### config.mk
export PLATFORM = sky130hd
export DESIGN_NAME = lfsr_rng_gen
export DESIGN_NICKNAME = d
export VERILOG_FILES = /design/src/rtl/lfsr_pkg.sv /design/src/rtl/lfsr_step.sv /design/src/rtl/lfsr_rng_gen.sv
export SDC_FILE = /design/constraint.sdc
export NUM_CORES = 1
export LEC_CHECK = 0
export ABC_AREA = 1
export BUFFER_PORTS_ARGS = -buffer_cell sky130_fd_sc_hd__buf_2
export CAP_MARGIN = 20
export CORE_MARGIN = 8
export CORE_UTILIZATION = 50
export DETAILED_ROUTE_END_ITERATION = 16
export GPL_ROUTABILITY_DRIVEN = 1
export PLACE_DENSITY = 0.8
export SYNTH_ARGS = -nofsm -noshare
export SYNTH_HDL_FRONTEND = slang
export SYNTH_SLANG_ARGS = --single-unit
### constraint.sdc
create_clock -name clk -period 3.74 [get_ports clk]
set_input_delay 0.374 -clock clk [delete_from_list [all_inputs] [get_ports clk]]
set_output_delay 0.374 -clock clk [all_outputs]
set_load 0.01 [all_outputs]
### src/rtl/lfsr_pkg.sv
// -----------------------------------------------------------------------------
// lfsr_pkg
//
// Shared definitions for the Galois LFSR random-number generator family.
//
// Contents:
//   lfsr_state_e   - word-assembly FSM states (FILL: stepping and shifting bits
//                    into the word register; HOLD: a finished word is offered
//                    to the consumer and the LFSR is frozen).
//   PRIM_TAPS_*    - known-primitive Galois tap masks for common widths. With
//                    one of these masks and a nonzero seed the state walks all
//                    2^WIDTH-1 nonzero values before repeating.
//   prim_taps()    - width -> primitive mask lookup (returns 0 for widths that
//                    have no entry, so callers must supply their own mask).
// -----------------------------------------------------------------------------
package lfsr_pkg;

    typedef enum logic [0:0] {
        ST_FILL = 1'b0,
        ST_HOLD = 1'b1
    } lfsr_state_e;

    // Bit i set means the feedback bit is XORed into state bit i after the
    // left shift. Bit 0 set is what keeps these masks primitive.
    localparam logic [3:0]  PRIM_TAPS_4  = 4'h3;
    localparam logic [7:0]  PRIM_TAPS_8  = 8'h1D;
    localparam logic [15:0] PRIM_TAPS_16 = 16'h002D;
    localparam logic [31:0] PRIM_TAPS_32 = 32'h000000C5;

    function automatic logic [31:0] prim_taps(input int unsigned width);
        logic [31:0] mask;
        mask = '0;
        case (width)
            4:       mask = {28'h0, PRIM_TAPS_4};
            8:       mask = {24'h0, PRIM_TAPS_8};
            16:      mask = {16'h0, PRIM_TAPS_16};
            32:      mask = PRIM_TAPS_32;
            default: mask = '0;
        endcase
        return mask;
    endfunction

endpackage

### src/rtl/lfsr_step.sv
// -----------------------------------------------------------------------------
// lfsr_step
//
// One step of a shift-left Galois LFSR, purely combinational.
//
//   feedback   = state[WIDTH-1]
//   next_state = {state[WIDTH-2:0], 1'b0} ^ (feedback ? taps : 0)
//
// The feedback bit is also the bit the generator emits for this step.
//
// Ports:
//   state_i  in  WIDTH  current LFSR state
//   taps_i   in  WIDTH  tap mask (bit i set = feedback XORed into bit i)
//   state_o  out WIDTH  state after one step
//   fb_o     out 1      feedback / emitted bit
//
// WIDTH must be at least 3; narrower registers do not make a useful LFSR.
// -----------------------------------------------------------------------------
module lfsr_step #(
    parameter int WIDTH = 16
) (
    input  logic [WIDTH-1:0] state_i,
    input  logic [WIDTH-1:0] taps_i,
    output logic [WIDTH-1:0] state_o,
    output logic             fb_o
);

    logic             fb;
    logic [WIDTH-1:0] shifted;
    logic [WIDTH-1:0] fb_mask;

    always_comb begin
        fb      = state_i[WIDTH-1];
        shifted = {state_i[WIDTH-2:0], 1'b0};
        // Replicate the feedback bit so the XOR is a plain AND-mask.
        fb_mask = {WIDTH{fb}} & taps_i;
        state_o = shifted ^ fb_mask;
        fb_o    = fb;
    end

endmodule

### src/rtl/lfsr_rng_gen.sv
// -----------------------------------------------------------------------------
// lfsr_rng_gen
//
// Parametrised Galois LFSR random-number generator. Each enabled FILL cycle
// advances the LFSR by one step and shifts the emitted bit into a word
// register; after OUT_W bits the word is presented on rand_word and the
// generator waits in HOLD for the consumer. Tap mask and seed can be reloaded
// at run time. An all-zero state (which would otherwise lock the LFSR forever)
// is detected and replaced by DEFAULT_SEED, and the sticky lockup flag is set.
//
// Handshake: a word is transferred on every rising edge where rand_valid and
// rand_ready are both high. rand_valid is raised only with a complete word,
// rand_word is stable for as long as rand_valid is high, and rand_valid drops
// only after a transfer, on start, or on load (which discards the word).
// rand_ready may be high or low at any time and has no effect outside HOLD.
//
// Ports:
//   clk         in   1      clock, rising edge
//   start       in   1      synchronous active-high reset (highest priority)
//   en          in   1      step enable for FILL; low freezes state/word/count
//   load        in   1      strobe: capture seed_in and taps_in, restart word
//   seed_in     in   WIDTH  seed captured on load (zero is replaced)
//   taps_in     in   WIDTH  tap mask captured on load (not checked)
//   rand_word   out  OUT_W  assembled word; first emitted bit is the MSB
//   rand_valid  out  1      word available
//   rand_ready  in   1      consumer accepts the word
//   lockup      out  1      sticky: an all-zero state was seen and replaced
//   state       out  WIDTH  current LFSR state
//   fsm_state   out  1      FILL/HOLD, for observation
//
// Throughput with rand_ready held high and en high: one word per OUT_W+1
// cycles (OUT_W stepping cycles plus the HOLD transfer cycle).
// -----------------------------------------------------------------------------
module lfsr_rng_gen
    import lfsr_pkg::*;
#(
    parameter int               WIDTH        = 16,
    parameter int               OUT_W        = 8,
    parameter logic [WIDTH-1:0] DEFAULT_TAPS = PRIM_TAPS_16,
    parameter logic [WIDTH-1:0] DEFAULT_SEED = 16'h0001
) (
    input  logic              clk,
    input  logic              start,
    input  logic              en,
    input  logic              load,
    input  logic [WIDTH-1:0]  seed_in,
    input  logic [WIDTH-1:0]  taps_in,
    output logic [OUT_W-1:0]  rand_word,
    output logic              rand_valid,
    input  logic              rand_ready,
    output logic              lockup,
    output logic [WIDTH-1:0]  state,
    output lfsr_state_e       fsm_state
);

    // Bit counter only needs to reach OUT_W-1; keep at least one bit.
    localparam int CNT_W = (OUT_W > 1) ? $clog2(OUT_W) : 1;
    localparam logic [CNT_W-1:0] LAST_BIT = CNT_W'(OUT_W - 1);

    // -------------------------------------------------------------------------
    // Registers
    // -------------------------------------------------------------------------
    logic [WIDTH-1:0] state_q,  state_d;
    logic [WIDTH-1:0] taps_q,   taps_d;
    logic [OUT_W-1:0] shreg_q,  shreg_d;
    logic [CNT_W-1:0] bitcnt_q, bitcnt_d;
    logic [OUT_W-1:0] rand_q,   rand_d;
    logic             valid_q,  valid_d;
    logic             lockup_q, lockup_d;
    lfsr_state_e      fsm_q,    fsm_d;

    // -------------------------------------------------------------------------
    // Step function
    // -------------------------------------------------------------------------
    logic [WIDTH-1:0] step_state;
    logic             step_fb;

    lfsr_step #(
        .WIDTH (WIDTH)
    ) u_step (
        .state_i (state_q),
        .taps_i  (taps_q),
        .state_o (step_state),
        .fb_o    (step_fb)
    );

    // Shift the new bit in at the LSB; the oldest bit ends up in the MSB.
    // Building OUT_W+1 bits and dropping the top one works for OUT_W=1 too.
    logic [OUT_W:0]   shreg_wide;
    logic [OUT_W-1:0] shreg_next;

    always_comb begin
        shreg_wide = {shreg_q, step_fb};
        shreg_next = shreg_wide[OUT_W-1:0];
    end

    logic state_is_zero;
    logic seed_is_zero;

    always_comb begin
        state_is_zero = (state_q == '0);
        seed_is_zero  = (seed_in == '0);
    end

    // -------------------------------------------------------------------------
    // Next-state logic
    // -------------------------------------------------------------------------
    always_comb begin
        state_d  = state_q;
        taps_d   = taps_q;
        shreg_d  = shreg_q;
        bitcnt_d = bitcnt_q;
        rand_d   = rand_q;
        valid_d  = valid_q;
        lockup_d = lockup_q;
        fsm_d    = fsm_q;

        if (load) begin
            // Load wins over any handshake in the same cycle: a held word is
            // dropped and word assembly restarts. No step on this cycle.
            taps_d   = taps_in;
            shreg_d  = '0;
            bitcnt_d = '0;
            valid_d  = 1'b0;
            fsm_d    = ST_FILL;
            if (seed_is_zero) begin
                state_d  = DEFAULT_SEED;
                lockup_d = 1'b1;
            end else begin
                state_d  = seed_in;
            end
        end else begin
            case (fsm_q)
                ST_FILL: begin
                    if (state_is_zero) begin
                        // A runtime tap mask can drive the state to zero,
                        // where it would stick. Reseed; this cycle emits no
                        // bit and leaves the partial word untouched.
                        state_d  = DEFAULT_SEED;
                        lockup_d = 1'b1;
                    end else if (en) begin
                        state_d = step_state;
                        if (bitcnt_q == LAST_BIT) begin
                            rand_d   = shreg_next;
                            valid_d  = 1'b1;
                            shreg_d  = '0;
                            bitcnt_d = '0;
                            fsm_d    = ST_HOLD;
                        end else begin
                            shreg_d  = shreg_next;
                            bitcnt_d = bitcnt_q + 1'b1;
                        end
                    end
                end
                ST_HOLD: begin
                    // LFSR frozen; word stays put until the consumer takes it.
                    // en does not gate the transfer.
                    if (valid_q && rand_ready) begin
                        valid_d = 1'b0;
                        fsm_d   = ST_FILL;
                    end
                end
                default: begin
                    fsm_d   = ST_FILL;
                    valid_d = 1'b0;
                end
            endcase
        end
    end

    // -------------------------------------------------------------------------
    // State register
    // -------------------------------------------------------------------------
    always_ff @(posedge clk) begin
        if (start) begin
            state_q  <= DEFAULT_SEED;
            taps_q   <= DEFAULT_TAPS;
            shreg_q  <= '0;
            bitcnt_q <= '0;
            rand_q   <= '0;
            valid_q  <= 1'b0;
            lockup_q <= 1'b0;
            fsm_q    <= ST_FILL;
        end else begin
            state_q  <= state_d;
            taps_q   <= taps_d;
            shreg_q  <= shreg_d;
            bitcnt_q <= bitcnt_d;
            rand_q   <= rand_d;
            valid_q  <= valid_d;
            lockup_q <= lockup_d;
            fsm_q    <= fsm_d;
        end
    end

    // -------------------------------------------------------------------------
    // Outputs
    // -------------------------------------------------------------------------
    always_comb begin
        rand_word  = rand_q;
        rand_valid = valid_q;
        lockup     = lockup_q;
        state      = state_q;
        fsm_state  = fsm_q;
    end

endmodule

==> metrics.cfg, run 1 <==
[critical_path]
path_cells = ha_1 > ha_1 > inv_1 > nor2_2 > nand3_1 > nand2_1 > a21oi_1
r2r_setup_slack_ns = 1.83
crit_path_top_delay_cell = sky130_fd_sc_hd__dfxtp_1
crit_path_start_kind = flip-flop
worstReg2RegStart = bitcnt_q[0]
timing.critical_path.required_ns = 3.92
rr_endpoint = rand_word[5]
cp_num_buf_inv = 1
crit_type = flip-flop to flip-flop
timing.reg2reg.worst_path_depth = 7
critical_path.max_stage_delay_ns = 0.37
worstPathMaxFanout = 9
cp-end-kind = flip-flop
cp_data_arrival_time_ns = 2.09
critical-path-top-cell-by-count = sky130_fd_sc_hd__ha_1
cpLargestDelayFamily = simple AND/OR/NAND/NOR gates

[sta]
final_max_slew_viol_count = 0
final.setup_skew_ns = 0.01215
fin_ws_ns = 1.833
rsz0062_at_grt = false
min_period_ns = 1.907
max_slew.worst_pin.slew_ns = 0.8775
timing.setup.tns_ns = 0
timing.max_slew.rel_slack = 0.4143
min_period_over_period = 0.5098
final-setup-viol-count = 0
achievable-frequency_mhz = 524.5
hold_viol = 0

[global_route]
antenna_found_initial = 0
grt_max_degree = 44
grt_pass1_wl_mm = 12.21
globalRoute.totalOverflow = 0
first_global_vias = 2724
grt_util_all_layers = 0.1746

[finish]
mostFrequentLayoutCells = sky130_fd_sc_hd__nand2_1 (114), sky130_fd_sc_hd__nor2_1 (94), sky130_fd_sc_hd__buf_2 (63)
finish.net_count = 512
final_layout_size_suffix_gt1_frac = 0.1772
syn_to_final_growth_pct = 14.04
antenna_cells_inserted = 0
mostFrequentLayoutCell = sky130_fd_sc_hd__nand2_1
finish.utilization = 0.5771

[synthesis]
syn_warnings = 0
synth_adder_area_share = 0.009149
synth_async_sr_flop_share = 0
seq_area_frac_synth = 0.3879
synth-compound-area-share = 0.06542
synth.mux.area_fraction = 0
yosys_most_used_dff = sky130_fd_sc_hd__dfxtp_1
simple_logic_cell_fraction_of_the_synthesized_area = 0.4511
netlist_area_um2 = 2735
seq_cells_post_synth = 53
synth_edf_count = 0
synth_fp_nets = 463
dominant_combinational_cell_family_by_area_after_synthesis = simple AND/OR/NAND/NOR gates
distinct_cell_type_count_after_synthesis = 22
syn_inst = 424
synth.avg_cell_area_um2 = 6.451
xor_xnor_cell_area_share_of_the_yosys_netlist = 0

[detailed_routing]
wl_met3_um = 400
vias = 2786
detailedRoute.firstIterationViolations = 246
route.detailed.vias_per_inst = 5.103
wire_per_inst_um = 12.70
drt-total-wl_mm = 6.933
met1Wirelength_mm = 3.019
routed-wl-met2_mm = 3.443
remaining_drc_errors = 0
drt-pass1-iter-count = 4
route.top_layer_used = met4
final_antenna_net_count = 0

[clock_tree]
numCtsBuffers = 5
post_cts_clock_slew_at_the_launch_and_capture_registers_of_the_worst_setup_and_hold_paths_ns = 0.10
insertion_delay_ns = 0.31
clk_path_buf_depth = 2
cts.htree.levels = 2
tritoncts = built
post_cts_resize_count = 0
clock_tree.root_cell = sky130_fd_sc_hd__clkbuf_8
cts_post_setup_buffers_inserted = 0
numClockSinks = 53
holdBufCountCts = 0

[worst_hold_path]
hold_path_class = primary input to flip-flop
hold_depth = 3
worstHoldStart = taps_in[2]
hold_path_end = taps_q[2]

[floorplan]
initial_core_util = 0.5060
total_die_area_um2 = 8093
ios = 64
die_width_um = 89.96
row_count = 27
die_h_um = 89.96
core_area_um2 = 5405

[placed_design]
port_buffers = 63
pre_cts_ws_ns = 1.524
gpl.final_weighted_congestion = 0.7910
hpwl_mm = 4.892

[power_and_ir_drop]
cellPowerDensity_nw_per_um2 = 366.3
peakVddDrop_mv = 0.2815
total_power_mw = 1.143
power_leakage_nw = 1.551

[status]
outcome = completed

[flow_run]
max-cap-violations = 0

cells in the mapped netlist, types with 2 or more instances:
cell                       number  area (µm²)
sky130_fd_sc_hd__a21oi_1       15       75.07
sky130_fd_sc_hd__buf_1          2       7.510
sky130_fd_sc_hd__buf_2         11       55.05
sky130_fd_sc_hd__buf_4          2       15.01
sky130_fd_sc_hd__buf_6          2       22.52
sky130_fd_sc_hd__clkbuf_1       6       22.52
sky130_fd_sc_hd__dfxtp_1       53        1061
sky130_fd_sc_hd__ha_1           2       25.02
sky130_fd_sc_hd__inv_1         28       105.1
sky130_fd_sc_hd__nand2_1      114       427.9
sky130_fd_sc_hd__nand2_2        2       12.51
sky130_fd_sc_hd__nand2_4        3       33.78
sky130_fd_sc_hd__nand3_1       39       195.2
sky130_fd_sc_hd__nand3b_1      16       120.1
sky130_fd_sc_hd__nand4_1        9       56.30
sky130_fd_sc_hd__nor2_1        94       352.8
sky130_fd_sc_hd__nor2_2         2       12.51
sky130_fd_sc_hd__nor2_4         2       22.52
sky130_fd_sc_hd__o21ai_0       19       95.09
how the worst max path moves through the flow:
stage	to	cells past startpoint	slack (ns)	startpoint
4_1_cts	rand_word[2]	7	1.83	bitcnt_q[0]
6_report	rand_word[5]	7	1.83	bitcnt_q[0]
5_1_grt	state[4]	8	1.63	load
2_1_floorplan	rand_word[0]	8	2.20	bitcnt_q[0]
3_3_place_gp	state[11]	8	1.57	load
3_5_place_dp	state[3]	8	1.52	load
routing by layer:
layer | global-route usage | vias to the layer above
met4 | 0.04300 | 0
met2 | 0.3067 | 76
met3 | 0.04323 | 7
met1 | 0.2066 | 1269
li1 | - | 1434
met5 | 0 | -
kinds of logic (layout without fill, tap and decap cells):
logic type,after synthesis,after routing
AOI/OAI and AO/OA,35,35
buffers and inverters,53,103
and+or+nand+nor,281,281
DFF,53,53
adders and majority gates,2,2
worst min-delay path: stages:
cell and delay, ns:
sky130_fd_sc_hd__buf_2 0.08, sky130_fd_sc_hd__nand2_1 0.04, sky130_fd_sc_hd__nand3_1 0.06
sequential cells by signal (all words and copies together), names as in the netlist:
| signal | flops |
|---|---|
| shreg_q | 7 |
| fsm_state | 1 |
| rand_word | 8 |
| state | 16 |
| taps_q | 16 |
| lockup | 1 |
| bitcnt_q | 3 |
| rand_valid | 1 |
layout make-up:
class	count	area (µm²)
Clock buffer	5	68.82
Clock inverter	3	17.52
Fill cell	541	2286
Inverter	30	113.9
Multi-Input combinational cell	318	1438
Sequential cell	53	1061
Tap cell	72	90.09
Timing Repair Buffer	65	330.3
stage by stage:
step,instance area [µm²],instances,hold slack (ns)
2_1_floorplan,2735,424,0.4292
3_3_place_gp,3033,538,0.4375
3_5_place_dp,3033,538,0.4472
4_1_cts,3119,546,0.2711
5_1_grt,3119,546,0.2696
6_report,3119,546,0.2775
report_power, final:
part | switching, mW | total (mW) | internal, mW
clock network | 0.189 | 0.318 | 0.130
registers | 0.0306 | 0.626 | 0.595
logic | 0.120 | 0.198 | 0.0780
total | 0.340 | 1.14 | 0.803
Note: power is estimated with default switching activity, not from simulation.
==> run 2, diff against run 1 <==
--- a/config.mk
+++ b/config.mk
@@ -5,14 +5,14 @@
 export SDC_FILE = /design/constraint.sdc
 export NUM_CORES = 1
 export LEC_CHECK = 0
-export ABC_AREA = 1
+export ABC_AREA = 0
 export BUFFER_PORTS_ARGS = -buffer_cell sky130_fd_sc_hd__buf_2
 export CAP_MARGIN = 20
 export CORE_MARGIN = 8
-export CORE_UTILIZATION = 50
+export CORE_UTILIZATION = 48
 export DETAILED_ROUTE_END_ITERATION = 16
 export GPL_ROUTABILITY_DRIVEN = 1
-export PLACE_DENSITY = 0.8
+export PLACE_DENSITY = 0.81
 export SYNTH_ARGS = -nofsm -noshare
 export SYNTH_HDL_FRONTEND = slang
 export SYNTH_SLANG_ARGS = --single-unit
==> constraint.sdc (replaced) <==
create_clock -name clk -period 1.7 [get_ports clk]
set_input_delay 0.17 -clock clk [delete_from_list [all_inputs] [get_ports clk]]
set_output_delay 0.17 -clock clk [all_outputs]
set_load 0.01 [all_outputs]
==> metrics.cfg, run 2 <==
[critical_path]
crit_type = flip-flop to flip-flop
critical_path.max_stage_delay_ns = 0.40
cp_num_buf_inv = 0
timing.critical_path.required_ns = 1.93
worstPathMaxFanout = 5
cp-end-kind = flip-flop
cpLargestDelayFamily = simple AND/OR/NAND/NOR gates
crit_path_top_delay_cell = sky130_fd_sc_hd__nor4_4
path_cells = nor4_4 > a41oi_4 > or2_2 > o311ai_2
crit_path_start_kind = flip-flop
timing.reg2reg.worst_path_depth = 4
cp_num_cells = 4
cp_data_arrival_time_ns = 1.89

[detailed_routing]
drt-total-wl_mm = 6.852
drt-pass1-iter-count = 5
detailedRoute.firstIterationViolations = 169
final_antenna_net_count = 0
vias = 2335
wire_per_inst_um = 15.82
remaining_drc_errors = 0
route.detailed.vias_per_inst = 5.393

[clock_tree]
insertion_delay_ns = 0.31
numCtsBuffers = 5
holdBufCountCts = 0
clk_path_buf_depth = 2
numClockSinks = 53
cts.htree.levels = 2
clock_tree.root_cell = sky130_fd_sc_hd__clkbuf_8
tritoncts = built
post_cts_clock_slew_at_the_launch_and_capture_registers_of_the_worst_setup_and_hold_paths_ns = 0.10

[flow_run]
max-cap-violations = 0

[sta]
min_period_over_period = 0.9788
final-setup-viol-count = 0
fin_ws_ns = 0.03599
final_max_slew_viol_count = 0
hold_viol = 0
timing.max_slew.rel_slack = 0.7552
min_period_ns = 1.664
rsz0062_at_grt = true
final.setup_skew_ns = 0.008351
achievable-frequency_mhz = 601.0
max_slew.worst_pin.slew_ns = 0.3672
hold-worst-slack_ns = 0.06003

[finish]
final_layout_size_suffix_gt1_frac = 0.3158
syn_to_final_growth_pct = 25.88
multi_input_area_um2 = 1469
mostFrequentLayoutCell = sky130_fd_sc_hd__buf_2
mostFrequentLayoutCells = sky130_fd_sc_hd__buf_2 (65), sky130_fd_sc_hd__dfxtp_1 (52), sky130_fd_sc_hd__nor2_1 (32)
fillers = 443
final_design_area_no_fill_um2 = 3281
antenna_cells_inserted = 0
layout.area.seq_um2 = 1062
finish.net_count = 399

[power_and_ir_drop]
cellPowerDensity_nw_per_um2 = 818.6
peakVddDrop_mv = 0.4877
power_leakage_nw = 1.386
total_power_mw = 2.685

[synthesis]
syn_warnings = 0
post_synth_most_frequent_cells = sky130_fd_sc_hd__dfxtp_1 (53), sky130_fd_sc_hd__nor2_1 (32), sky130_fd_sc_hd__a21oi_1 (24), sky130_fd_sc_hd__mux2i_1 (24), sky130_fd_sc_hd__o21ai_0 (21)
synthDominantAreaCellType = sky130_fd_sc_hd__dfxtp_1
yosysMostFrequentCell = sky130_fd_sc_hd__dfxtp_1
yosys.area.top_type_share = 0.4071
synth_fp_nets = 325
ys_top_cells_by_area = sky130_fd_sc_hd__dfxtp_1 (41%), sky130_fd_sc_hd__mux2i_1 (9.2%), sky130_fd_sc_hd__a2111o_1 (6.0%), sky130_fd_sc_hd__xor2_1 (4.7%), sky130_fd_sc_hd__a21oi_1 (4.6%)
distinct_cell_type_count_after_synthesis = 34
yosys_most_used_dff = sky130_fd_sc_hd__dfxtp_1
netlist_area_um2 = 2606
syn_inst = 286
synth_async_sr_flop_share = 0
seq_cells_post_synth = 53
synth.avg_cell_area_um2 = 9.113
synth_edf_count = 0
seq_area_frac_synth = 0.4071

[floorplan]
die_width_um = 89.69
core_area_um2 = 5371
die_h_um = 89.69
initial_core_util = 0.4852
total_die_area_um2 = 8043
ios = 64
row_count = 27

[placed_design]
port_buffers = 63
detailed_place.area_um2 = 3094
pre_cts_ws_ns = 0.07611
gpl.final_weighted_congestion = 0.8149
hpwl_mm = 4.914

[global_route]
first_global_vias = 2308
antenna_found_initial = 0
grt_max_degree = 26
grt_util_all_layers = 0.1729
grt_pass1_wl_mm = 11.03
globalRoute.totalOverflow = 0

[status]
outcome = completed

[worst_hold_path]
hold_path_class = primary input to flip-flop
hold_depth = 2

==> run 2: through the flow <==
| stage | TNS [ns] | cells | util |
|---|---|---|---|
| global placement | 0 | 422 | 0.5761 |
| global route | -0.5910 | 433 | 0.6108 |
| CTS | 0 | 430 | 0.5991 |
| detailed placement | 0 | 422 | 0.5761 |
| floorplan | 0 | 286 | - |
| finish | 0 | 433 | 0.6108 |
==> run 2: layer usage <==
metal | global-route usage | vias up | routed length [µm]
met1 | 0.2049 | 1095 | 2863
met4 | 0.06344 | 0 | 160
met3 | 0.03640 | 19 | 482
li1 | - | 1160 | -
met2 | 0.2988 | 61 | 3345
met5 | 0 | - | 0
==> run 2: final timing paths <==
kind	from	endpoint	slack (ns)
worst max-delay path	state[1]	state[0]	0.04
worst min-delay path	taps_in[5]	taps_q[5]	0.06
worst max register to register	state[1]	state[0]	0.04
worst min register to register	rand_word[6]	rand_word[6]	0.47
==> run 2: what timing repair did <==
item | CTS | global route
cloned | 0 | 2
endpoints found under the setup margin | 1 | 16
gates resized for setup | 1 | 12
setup buffers | 0 | 1
endpoints found under the hold margin | 0 | 0
pin swaps | 0 | 3
==> run 2: power by group <==
part	total, mW	internal (mW)	switching (mW)
registers	1.36	1.30	0.0580
clock network	0.871	0.441	0.430
logic	0.457	0.224	0.234
total	2.69	1.96	0.722
==> run 2: cell type report <==
class | instances | area share
Multi-Input combinational cell | 208 | 0.4477
Timing Repair Buffer | 91 | 0.1648
Tap cell | 72 | 0.02746
Clock inverter | 3 | 0.01411
Inverter | 1 | 0.001144
Sequential cell | 53 | 0.3238
Clock buffer | 5 | 0.02098
==> run 2: kinds of logic after synthesis <==
kind of cell | Yosys count | share of synthesized area
buffers and inverters | 25 | 0.04897
muxes | 24 | 0.09217
xor gates and xnor gates | 15 | 0.05041
AOI/OAI and AO/OA | 70 | 0.1853
and+or+nand+nor | 97 | 0.2064
DFF | 53 | 0.4071
adders and majority gates | 2 | 0.009600
